$ cat src/rtl/epd_pkg.sv
// Shared EPD timing-controller definitions: FSM state encoding, default panel
// timing and a counter-width helper.
package epd_pkg;

  typedef logic [2:0] state_t;

  localparam state_t ST_IDLE   = 3'd0;
  localparam state_t ST_FSTART = 3'd1;
  localparam state_t ST_LDATA  = 3'd2;
  localparam state_t ST_LEND   = 3'd3;
  localparam state_t ST_FEND   = 3'd4;

  localparam int DEF_H_ACT   = 200;
  localparam int DEF_V_ACT   = 1200;
  localparam int DEF_LE_W    = 2;
  localparam int DEF_GCK_W   = 4;
  localparam int DEF_H_BLANK = 20;
  localparam int DEF_V_BLANK = 100;

  localparam int FSTART_LEN = 2;

  // Bits needed to count 0..n-1, never less than one.
  function automatic int cnt_w(input int n);
    return (n > 1) ? $clog2(n) : 1;
  endfunction

endpackage

$ cat src/rtl/epd_tcon_if.sv
// Pixel-word stream between the memory interface (master) and the TCON (slave).
interface epd_tcon_if;
  logic [63:0] pix_read;
  logic        pix_read_valid;
  logic        pix_read_ready;
  logic        vsync;

  modport master (output pix_read, pix_read_valid, input pix_read_ready, vsync);
  modport slave  (input pix_read, pix_read_valid, output pix_read_ready, vsync);
endinterface

$ cat src/rtl/epd_serializer.sv
// Splits each 64-bit pixel word into four 16-bit source-driver slices and
// generates the SDCLK phase: data changes after even sub-counts, clock rises after odd.
module epd_serializer (
  input  logic        clk,
  input  logic        rst_n,
  input  logic        active,
  input  logic [2:0]  sc,
  input  logic [63:0] word,
  input  logic        word_ok,
  output logic [15:0] sd,
  output logic        sdclk
);

  logic [63:0] shreg;

  // NOTE: state is written with non-blocking assignments so every register
  // samples pre-edge values; blocking here would create order-dependent races.
  always_ff @(posedge clk or negedge rst_n) begin
    if (!rst_n) begin
      shreg <= '0;
      sd    <= '0;
      sdclk <= 1'b0;
    end else if (active && !sc[0]) begin
      sdclk <= 1'b0;
      if (sc == 3'd0) begin
        // A missing word is replaced by zeros so the panel sees a no-change line.
        shreg <= word_ok ? word : '0;
        sd    <= word_ok ? word[15:0] : '0;
      end else begin
        sd <= shreg[{sc[2:1], 4'b0000} +: 16];
      end
    end else begin
      sdclk <= active;
    end
  end

endmodule

$ cat src/rtl/epd_tcon.sv
// EPD timing controller: frame/line sequencing, source-driver data stream and
// gate-driver strobes, all outputs registered.
module epd_tcon
  import epd_pkg::*;
#(
  parameter int H_ACT   = DEF_H_ACT,
  parameter int V_ACT   = DEF_V_ACT,
  parameter int LE_W    = DEF_LE_W,
  parameter int GCK_W   = DEF_GCK_W,
  parameter int H_BLANK = DEF_H_BLANK,
  parameter int V_BLANK = DEF_V_BLANK
) (
  input  logic              clk,
  input  logic              rst_n,
  input  logic              start,
  epd_tcon_if.slave         pix,
  output logic [15:0]       EPD_SD,
  output logic              EPD_SDCLK,
  output logic              EPD_SDLE,
  output logic              EPD_SDOE,
  output logic              EPD_SDCE0,
  output logic              EPD_GDCLK,
  output logic              EPD_GDSP,
  output logic              EPD_GDOE,
  output logic              busy,
  output logic              underflow,
  output logic [7:0]        frame_cnt
);

  localparam int HW       = cnt_w(H_ACT);
  localparam int VW       = cnt_w(V_ACT);
  localparam int LEND_LEN = LE_W + GCK_W + H_BLANK;
  localparam int TMR_A    = (LEND_LEN > V_BLANK) ? LEND_LEN : V_BLANK;
  localparam int TMR_MAX  = (TMR_A > FSTART_LEN) ? TMR_A : FSTART_LEN;
  localparam int TW       = cnt_w(TMR_MAX);

  state_t          state, state_n;
  logic [HW-1:0]   hcnt, hcnt_n;
  logic [VW-1:0]   vcnt, vcnt_n;
  logic [2:0]      sc, sc_n;
  logic [TW-1:0]   tmr, tmr_n;
  logic            ready, vsync_q;
  logic            le_on, gck_on;

  assign pix.pix_read_ready = ready;
  assign pix.vsync          = vsync_q;

  // NOTE: every variable gets a default before the case so no path leaves
  // one unassigned, which would otherwise infer a latch.
  always_comb begin
    state_n = state;
    hcnt_n  = hcnt;
    vcnt_n  = vcnt;
    sc_n    = sc;
    tmr_n   = tmr;
    case (state)
      ST_IDLE: begin
        if (start) begin
          state_n = ST_FSTART;
          tmr_n   = '0;
        end
      end
      ST_FSTART: begin
        if (tmr == TW'(FSTART_LEN - 1)) begin
          state_n = ST_LDATA;
          tmr_n   = '0;
          vcnt_n  = '0;
          hcnt_n  = '0;
          sc_n    = '0;
        end else begin
          tmr_n = tmr + 1'b1;
        end
      end
      ST_LDATA: begin
        sc_n = sc + 3'd1;
        if (sc == 3'd7) begin
          if (hcnt == HW'(H_ACT - 1)) begin
            state_n = ST_LEND;
            hcnt_n  = '0;
            tmr_n   = '0;
          end else begin
            hcnt_n = hcnt + 1'b1;
          end
        end
      end
      ST_LEND: begin
        if (tmr == TW'(LEND_LEN - 1)) begin
          tmr_n = '0;
          if (vcnt == VW'(V_ACT - 1)) begin
            state_n = ST_FEND;
          end else begin
            vcnt_n  = vcnt + 1'b1;
            state_n = ST_LDATA;
          end
        end else begin
          tmr_n = tmr + 1'b1;
        end
      end
      ST_FEND: begin
        if (tmr == TW'(V_BLANK - 1)) begin
          state_n = ST_IDLE;
          tmr_n   = '0;
        end else begin
          tmr_n = tmr + 1'b1;
        end
      end
      default: state_n = ST_IDLE;
    endcase
  end

  // Strobes are decoded from the next state so the registered pins line up
  // with the cycle the state machine is in.
  assign le_on  = (state_n == ST_LEND) && (tmr_n < TW'(LE_W));
  assign gck_on = (state_n == ST_LEND) && (tmr_n >= TW'(LE_W)) &&
                  (tmr_n < TW'(LE_W + GCK_W));

  always_ff @(posedge clk or negedge rst_n) begin
    if (!rst_n) begin
      state     <= ST_IDLE;
      hcnt      <= '0;
      vcnt      <= '0;
      sc        <= '0;
      tmr       <= '0;
      ready     <= 1'b0;
      vsync_q   <= 1'b0;
      busy      <= 1'b0;
      EPD_SDOE  <= 1'b0;
      EPD_GDOE  <= 1'b0;
      EPD_SDCE0 <= 1'b1;
      EPD_SDLE  <= 1'b0;
      EPD_GDCLK <= 1'b0;
      EPD_GDSP  <= 1'b1;
      underflow <= 1'b0;
      frame_cnt <= '0;
    end else begin
      state     <= state_n;
      hcnt      <= hcnt_n;
      vcnt      <= vcnt_n;
      sc        <= sc_n;
      tmr       <= tmr_n;
      ready     <= (state_n == ST_LDATA) && (sc_n == 3'd0);
      vsync_q   <= (state == ST_IDLE) && start;
      busy      <= (state_n != ST_IDLE);
      EPD_SDOE  <= (state_n != ST_IDLE);
      EPD_GDOE  <= (state_n != ST_IDLE);
      EPD_SDCE0 <= (state_n != ST_LDATA);
      EPD_SDLE  <= le_on;
      EPD_GDCLK <= gck_on;
      EPD_GDSP  <= !(gck_on && (vcnt_n == '0));
      if ((state == ST_IDLE) && start)
        underflow <= 1'b0;
      else if (ready && !pix.pix_read_valid)
        underflow <= 1'b1;
      if ((state == ST_FEND) && (state_n == ST_IDLE))
        frame_cnt <= frame_cnt + 8'd1;
    end
  end

  epd_serializer u_ser (
    .clk     (clk),
    .rst_n   (rst_n),
    .active  (state == ST_LDATA),
    .sc      (sc),
    .word    (pix.pix_read),
    .word_ok (ready && pix.pix_read_valid),
    .sd      (EPD_SD),
    .sdclk   (EPD_SDCLK)
  );

endmodule

$ cat src/flat_wrapper.sv
// flat-port wrapper written by rule: the top's interface ports become plain ports
module epd_tcon_flat import epd_pkg::*;
#(
  parameter int H_ACT   = DEF_H_ACT,
  parameter int V_ACT   = DEF_V_ACT,
  parameter int LE_W    = DEF_LE_W,
  parameter int GCK_W   = DEF_GCK_W,
  parameter int H_BLANK = DEF_H_BLANK,
  parameter int V_BLANK = DEF_V_BLANK
)
  (clk, rst_n, start, EPD_SD, EPD_SDCLK, EPD_SDLE, EPD_SDOE, EPD_SDCE0, EPD_GDCLK, EPD_GDSP, EPD_GDOE, busy, underflow, frame_cnt, pix_pix_read, pix_pix_read_valid, pix_pix_read_ready, pix_vsync);
  epd_tcon_if pix_i ();
  input  logic clk;
  input  logic rst_n;
  input  logic start;
  output logic [15:0] EPD_SD;
  output logic EPD_SDCLK;
  output logic EPD_SDLE;
  output logic EPD_SDOE;
  output logic EPD_SDCE0;
  output logic EPD_GDCLK;
  output logic EPD_GDSP;
  output logic EPD_GDOE;
  output logic busy;
  output logic underflow;
  output logic [7:0] frame_cnt;
  input wire logic [$bits(pix_i.pix_read)-1:0] pix_pix_read;
  input wire logic [$bits(pix_i.pix_read_valid)-1:0] pix_pix_read_valid;
  output wire logic [$bits(pix_i.pix_read_ready)-1:0] pix_pix_read_ready;
  output wire logic [$bits(pix_i.vsync)-1:0] pix_vsync;
  assign pix_i.pix_read = pix_pix_read;
  assign pix_i.pix_read_valid = pix_pix_read_valid;
  assign pix_pix_read_ready = pix_i.pix_read_ready;
  assign pix_vsync = pix_i.vsync;
  epd_tcon #(.H_ACT(H_ACT), .V_ACT(V_ACT), .LE_W(LE_W), .GCK_W(GCK_W), .H_BLANK(H_BLANK), .V_BLANK(V_BLANK)) u_core (.clk(clk), .rst_n(rst_n), .start(start), .pix(pix_i), .EPD_SD(EPD_SD), .EPD_SDCLK(EPD_SDCLK), .EPD_SDLE(EPD_SDLE), .EPD_SDOE(EPD_SDOE), .EPD_SDCE0(EPD_SDCE0), .EPD_GDCLK(EPD_GDCLK), .EPD_GDSP(EPD_GDSP), .EPD_GDOE(EPD_GDOE), .busy(busy), .underflow(underflow), .frame_cnt(frame_cnt));
endmodule
$ cat config.mk
export PLATFORM = sky130hd
export DESIGN_NAME = epd_tcon_flat
export DESIGN_NICKNAME = d
export VERILOG_FILES = /design/src/rtl/epd_pkg.sv /design/src/rtl/epd_tcon_if.sv /design/src/rtl/epd_serializer.sv /design/src/rtl/epd_tcon.sv /design/src/flat_wrapper.sv
export SDC_FILE = /design/constraint.sdc
export NUM_CORES = 1
export LEC_CHECK = 0
export ABC_AREA = 1
export CAP_MARGIN = 30
export CORE_ASPECT_RATIO = 1.2
export CORE_MARGIN = 4
export CORE_UTILIZATION = 45
export CTS_CLUSTER_SIZE = 14
export DETAILED_ROUTE_END_ITERATION = 8
export PLACE_DENSITY = 0.71
export REMOVE_ABC_BUFFERS = 1
export SKIP_LAST_GASP = 1
export SYNTH_ARGS = -nofsm -noshare
export SYNTH_HDL_FRONTEND = slang
export SYNTH_HIERARCHICAL = 1
export SYNTH_SLANG_ARGS = --single-unit
$ cat constraint.sdc
create_clock -name clk -period 1.74 [get_ports clk]
set_input_delay 0.174 -clock clk [delete_from_list [all_inputs] [get_ports clk]]
set_output_delay 0.174 -clock clk [all_outputs]
set_load 0.1 [all_outputs]
Word-level counts from Yosys, hierarchy flattened
Cells that the tools add are included.

Register bits after elaboration: 129. Input bits: 68. Output and inout bits: 35. Logic and storage cells: 95.

Add/subtract/negate cells: 5. Magnitude comparators: 3. Eq/ne operators: 15. Shift operators: 1. Muxes and demuxes: 31. Reduce and logical (&&, ||, !) cells: 23.

Operator list (count): two-way mux 64 bit (1); indexed part select 64 x 7 -> 16 bit (1); two-way mux 7 bit (6); case mux 7 bit (5 select lines) (1); two-way mux 11 bit (3); two-way mux 16 bit (2); two-way mux 3 bit (8); two-way mux 8 bit (3); case mux 11 bit (2 select lines) (1); adder 8 x 1 -> 8 bit (second input constant) (2); case mux 8 bit (2 select lines) (1); case mux 3 bit (5 select lines) (1); equality test 3 x 2 -> 1 bit (second input constant) (4); logical NOT 3 bit (4); adder 11 x 1 -> 11 bit (second input constant) (1); equality test 11 bit (second input constant) (1); logical NOT 11 bit (1); logical AND 1 bit (10); equality test 8 bit (second input constant) (1); adder 7 x 1 -> 7 bit (second input constant) (1); equality test 7 x 1 -> 1 bit (second input constant) (1); equality test 7 x 5 -> 1 bit (second input constant) (1); equality test 7 bit (second input constant) (1); >= comparator 7 x 2 -> 1 bit (second input constant) (1); 14 further kinds (21).

Longest topological paths before layout
Depth after elaboration: 9. Gate-level depth with buffers: 15. Gate-level depth less buffers: 15.

Hierarchy
The synthesis kept the hierarchy.

Modules (own cells, without submodules): epd_serializer (instances 1, cells an instance 475, area each 3724.8 um^2, sequential area each 2026.9 um^2); epd_tcon (instances 1, cells an instance 395, area each 2921.6 um^2, sequential area each 1203.7 um^2).

Worst setup path after synthesis
OpenSTA, ideal clock, no wires.

Kind: reg2reg. From: register u_core.tmr[1]. To: register u_core.frame_cnt[5]. Library setup time: 0.123 ns. Arrival: 1.722 ns. Required time: 1.617 ns. Setup slack: -0.105 ns. Cell stages (with the launch flop): 13. Path buffers: 1. Period minus slack after synthesis: 1.845 ns. Cell sequence: dfrtp_1 inv_1 ha_1 inv_1 nor2_2 nand3_1 nand2_2 nand4_2 nor2_2 nand3_4 buf_6 nand2_1 o21ai_2.

Word-level cells in the longest chain between the ends: 5. Elaborated cells on any way between the ends: 9. Those cells by class: 3 x eq/ne; 4 x mux; 2 x reduce/logical.

Ends and longest elaborated chain: from (decl) (RTL line epd_tcon.sv:41) `logic [TW-1:0] tmr, tmr_n;`; from (signal assigned) (RTL line epd_tcon.sv:140) `tmr <= tmr_n;`; equality test 7 bit, or another cell as far along (RTL line epd_tcon.sv:100) `if (tmr == TW'(V_BLANK - 1)) begin`; two-way mux 3 bit (on tied branches) (RTL line epd_tcon.sv:100, epd_tcon.sv:64, epd_tcon.sv:87); case mux 3 bit (5 select lines) * (RTL line epd_tcon.sv:56) `case (state)`; net u_core.state_n[0] (RTL line epd_tcon.sv:37) `state_t state, state_n;`; logical NOT 3 bit * (RTL line epd_tcon.sv:154) `if ((state == ST_FEND) && (state_n == ST_IDLE))`; logical AND 1 bit * (RTL line epd_tcon.sv:154); to (signal assigned) (RTL line epd_tcon.sv:155) `frame_cnt <= frame_cnt + 8'd1;`; to (decl) (RTL line epd_tcon.sv:27) `output logic [7:0] frame_cnt`.

The timed path passes the listed nets; every way through them passes the cells marked *. A chain may end at the register's enable or synchronous reset.

Final worst setup path
From: register u_core.tmr[0]. To: register u_core.EPD_GDSP.

Word-level cells in the longest chain between the ends: 8. Elaborated cells on any way between the ends: 26. Those cells by class: 1 x add/sub; 2 x order compare; 4 x eq/ne; 14 x mux; 5 x reduce/logical.

Ends and longest elaborated chain: adder 7 x 1 -> 7 bit, or another cell as far along (RTL line epd_tcon.sv:71, epd_tcon.sv:96, epd_tcon.sv:104); two-way mux 7 bit (on tied branches) (RTL line epd_tcon.sv:100, epd_tcon.sv:64, epd_tcon.sv:87); case mux 7 bit (5 select lines) * (RTL line epd_tcon.sv:56); net u_core.tmr_n[1] (RTL line epd_tcon.sv:41); >= comparator 7 x 2 -> 1 bit (RTL line epd_tcon.sv:114) `assign gck_on = (state_n == ST_LEND) && (tmr_n >= TW'(LE_W)) &&`; logical AND 1 bit (RTL line epd_tcon.sv:114); logical AND 1 bit * (RTL line epd_tcon.sv:114); net u_core.gck_on (RTL line epd_tcon.sv:43) `logic le_on, gck_on;`; logical AND 1 bit * (RTL line epd_tcon.sv:149) `EPD_GDSP <= !(gck_on && (vcnt_n == '0));`; logical NOT 1 bit * (RTL line epd_tcon.sv:149); to (signal assigned) (RTL line epd_tcon.sv:149); to (decl) (RTL line epd_tcon.sv:23) `output logic EPD_GDSP,`.

Marks and branches as above.

==> summary.txt <==
clock share of power -> 0.547
Buf/Inv on CP -> 2
Synth Warn # -> 6
#FFs+latches synth -> 129
RSZ-0062 raised after global routing -> true
DRC -> 0
vias in the first global route -> 6,308
CP Launch Type -> flip-flop
1st-iter DRT viols -> 418
fin nets -> 1,151
hold slack -> 0.1697 ns
critical path type -> reg2reg
Avg Synthesized Cell Area -> 7.640 um2
Comb power frac -> 0.037
Row Count -> 48
CP Max Fanout -> 6
Setup WS post-layout -> -0.1676 ns
failing checks -> setup timing
cell-internal power -> 5.792 mW
worst hold path type -> in2async
total number of vias -> 6,491
H-tree level count -> 4
I/O Buffers -> 102
maximum vdd drop -> 0.6235 mV
area leader, netlist -> dfrtp_1
Skew-Pair Late Insertion Delay -> 0.42 ns
top cell type's share of synthesized area -> 0.4782
cells on worst reg2reg path -> 12
Slew @ Worst Pin -> 0.3965 ns
die area -> 16,790 um2
commonest non-fill, non-tap cell in the layout -> nand2_1
fmax -> 0.5242 GHz
detailed placer's ending HPWL -> 12,190 um
Worst EP required -> 2.09 ns
layout cells sized above 1 -> 0.3474
Area Growth Syn to Fin -> 55.97%
drt first pass iters -> 5
leakage -> 5.137 nW
R2R Path Start -> u_core/tmr[0]$_DFF_PN0_
remaining antenna violation count -> 0
commonest cells after routing, fill and taps aside -> 266 x nand2_1, 127 x dfrtp_1, 100 x buf_4
Max Transition Viols Final -> 0
Core ar. -> 14,410 um2
Cell Pwr Density -> 697.2 nW/um2
CP most frequent cell -> nand2_2
register area share after synthesis -> 0.4861
Die Y -> 141.1 um
WP data arrival -> 2.26 ns
crit-path max cell delay -> 0.39 ns
Post-synth EDFFs -> 0
global-route wire length before repair -> 30,140 um
deepest clock path buffer count -> 2
sequential cell fraction of total power -> 0.416
Root Buffer -> clkbuf_16
Starting Density -> 0.4611
fillers -> 1,038
TritonCTS buffer count -> 17
CP delay by family, top -> simple AND/OR/NAND/NOR gates
post-synth cell types -> 45
Max transition margin -> 0.7281
fraction of registers with async set/reset -> 1.000
final cycle utilization of the critical path -> 1.096
crit path capture type -> flip-flop
initial antenna violation count -> 0
flop2flop setup slack -> -0.17 ns
# diodes -> 0
status -> complete, but fails checks
critical path's slowest cell -> dfrtp_1
Final setup viols -> 85
CTS tree -> built
clock net sink count -> 129
largest net degree at the start of global routing -> 46
Net Sw Power -> 1.436 mW
Cells after Synth -> 870
final WL -> 20,280 um
Setup Skew -> 0.005835 ns
synthesized cell area -> 6646 um2
Routed WL per cell -> 16.06 um
RD Place Congestion -> 0.9070
switch share -> 0.1986
maxcap violations -> 0
gr usage total -> 0.2212
I/O pins -> 103
Die Width -> 118.9 um
Fin. Hold Viols -> 0
Sum Neg Setup Slack -> -6.408 ns
ys flop type -> dfrtp_1
total grt overflow -> 0
Critical Path, Cell by Cell -> buf_4, ha_1, nand2_1, o21ai_2, nand3_4, buf_6, nand2_2, nand2_2, nand2_2, nand3_2, nor2_4, nand2_2
minimum clock period -> 1.908 ns
Clock transition at path regs -> 0.06 ns
Synth area leaders -> dfrtp_1 48%, nand2_1 20%, nand3_1 6.3%, inv_1 5.1%, nor2_1 2.7%
drt via density -> 5.139
Critical R2R Capture -> u_core/EPD_GDSP$_DFF_PN1_
[worst register-to-register path: stages, from the launching register on]
cell     delay [ns]
dfrtp_1        0.39
buf_4          0.13
ha_1           0.18
nand2_1        0.09
o21ai_2        0.23
nand3_4        0.17
buf_6          0.18
nand2_2        0.06
nand2_2        0.06
nand2_2        0.07
nand3_2        0.09
nor2_4         0.13
nand2_2        0.05
[layer usage]
| metal | global-route usage | share of wire | vias up |
|---|---|---|---|
| met5 | 0 | 0 | - |
| met4 | 0.08664 | 0.019 | 0 |
| met3 | 0.04575 | 0.049 | 36 |
| met2 | 0.3805 | 0.53 | 194 |
| met1 | 0.2731 | 0.40 | 3127 |
| li1 | - | - | 3134 |
[flip-flops by register name (all words and copies together) (netlist names), 3 cells and up]
| signal | cells |
|---|---|
| u_core/vcnt | 11 |
| u_core/u_ser/shreg | 64 |
| u_core/u_ser/sd | 16 |
| u_core/tmr | 7 |
| u_core/frame_cnt | 8 |
| u_core/state | 3 |
| u_core/hcnt | 8 |
| u_core/sc | 3 |
[kinds of logic after synthesis]
logic type	after synthesis	synth area share
AOI/OAI and AO/OA	62	0.05610
xor gates and xnor gates	7	0.009225
adders and majority gates	7	0.01318
buffers and inverters	128	0.08396
DFF	129	0.4861
muxes	2	0.003012
and+or+nand+nor	535	0.3485
[metrics by stage]
step                setup slack (ns)  area [um2]  instances  power, mW  utilization
global route                 -0.3024       10370       1263      7.442       0.7192
floorplan                    -0.7206        6467        841      3.067            -
finish                       -0.1676       10370       1263      7.228       0.7192
detailed placement           -0.2519        8436       1202      3.301       0.5852
global placement             -0.1582        8436       1202      3.300       0.5852
CTS                          -0.1471        9340       1244      7.257       0.6480
[synth_stat cells, types with 3 or more instances]
master      n
a21oi_1     5
buf_2      17
buf_4       4
buf_6       3
clkbuf_1    3
dfrtp_1   127
ha_1        7
inv_1      90
inv_2       5
nand2_1   350
nand2_2    17
nand3_1    83
nand3_4     3
nand4_1     6
nor2_1     48
nor2_2      8
nor3_1     10
o21ai_0    34
o21ai_1     4
o21ai_2     9
o21bai_1    3
xnor2_1     5
[power by group through the flow]
stage | Combinational, mW | Clock [mW] | Sequential (mW)
after CTS | 0.247 | 4.01 | 3.00
after global routing | 0.290 | 4.15 | 3.00
after global placement | 0.243 | 0 | 3.06
after floorplan | 0.00127 | 0 | 3.07
final | 0.267 | 3.96 | 3.00
after detailed placement | 0.244 | 0 | 3.06
[worst max path at each step]
stage / start / endpoint / depth (start not counted)
2_1_floorplan: u_core/sc[1]$_DFF_PN0_ / u_core/u_ser/sd[10]$_DFFE_PN0P_ / 5
3_3_place_gp: u_core/tmr[1]$_DFF_PN0_ / u_core/EPD_GDSP$_DFF_PN1_ / 15
3_5_place_dp: u_core/tmr[1]$_DFF_PN0_ / u_core/EPD_GDSP$_DFF_PN1_ / 15
4_1_cts: u_core/tmr[1]$_DFF_PN0_ / u_core/frame_cnt[7]$_DFFE_PN0P_ / 13
5_1_grt: u_core/tmr[0]$_DFF_PN0_ / u_core/EPD_GDSP$_DFF_PN1_ / 12
6_report: u_core/tmr[0]$_DFF_PN0_ / u_core/EPD_GDSP$_DFF_PN1_ / 12
[layout make-up]
cell class / instances / area, um2 / share of cell area
Clock inverter: 10 / 181.4 / 0.01750
Timing Repair inverter: 1 / 16.27 / 0.001569
Inverter: 99 / 394.1 / 0.03802
Multi-Input combinational cell: 614 / 3689 / 0.3558
Timing Repair Buffer: 214 / 2166 / 0.2089
Clock buffer: 21 / 470.5 / 0.04538
Tap cell: 175 / 219.0 / 0.02112
Sequential cell: 129 / 3231 / 0.3116
[repair_timing]
| action | in CTS | in global routing |
|---|---|---|
| resized for setup | 48 | 229 |
| pin swaps | 23 | 52 |
| buffers inserted | 9 | 14 |
| hold buffers | 1 | 0 |
| setup endpoints to repair | 31 | 95 |
| endpoints found under the hold margin | 99 | 0 |
| gates cloned | 1 | 8 |
No activity file was read; power rests on OpenSTA's default activity.
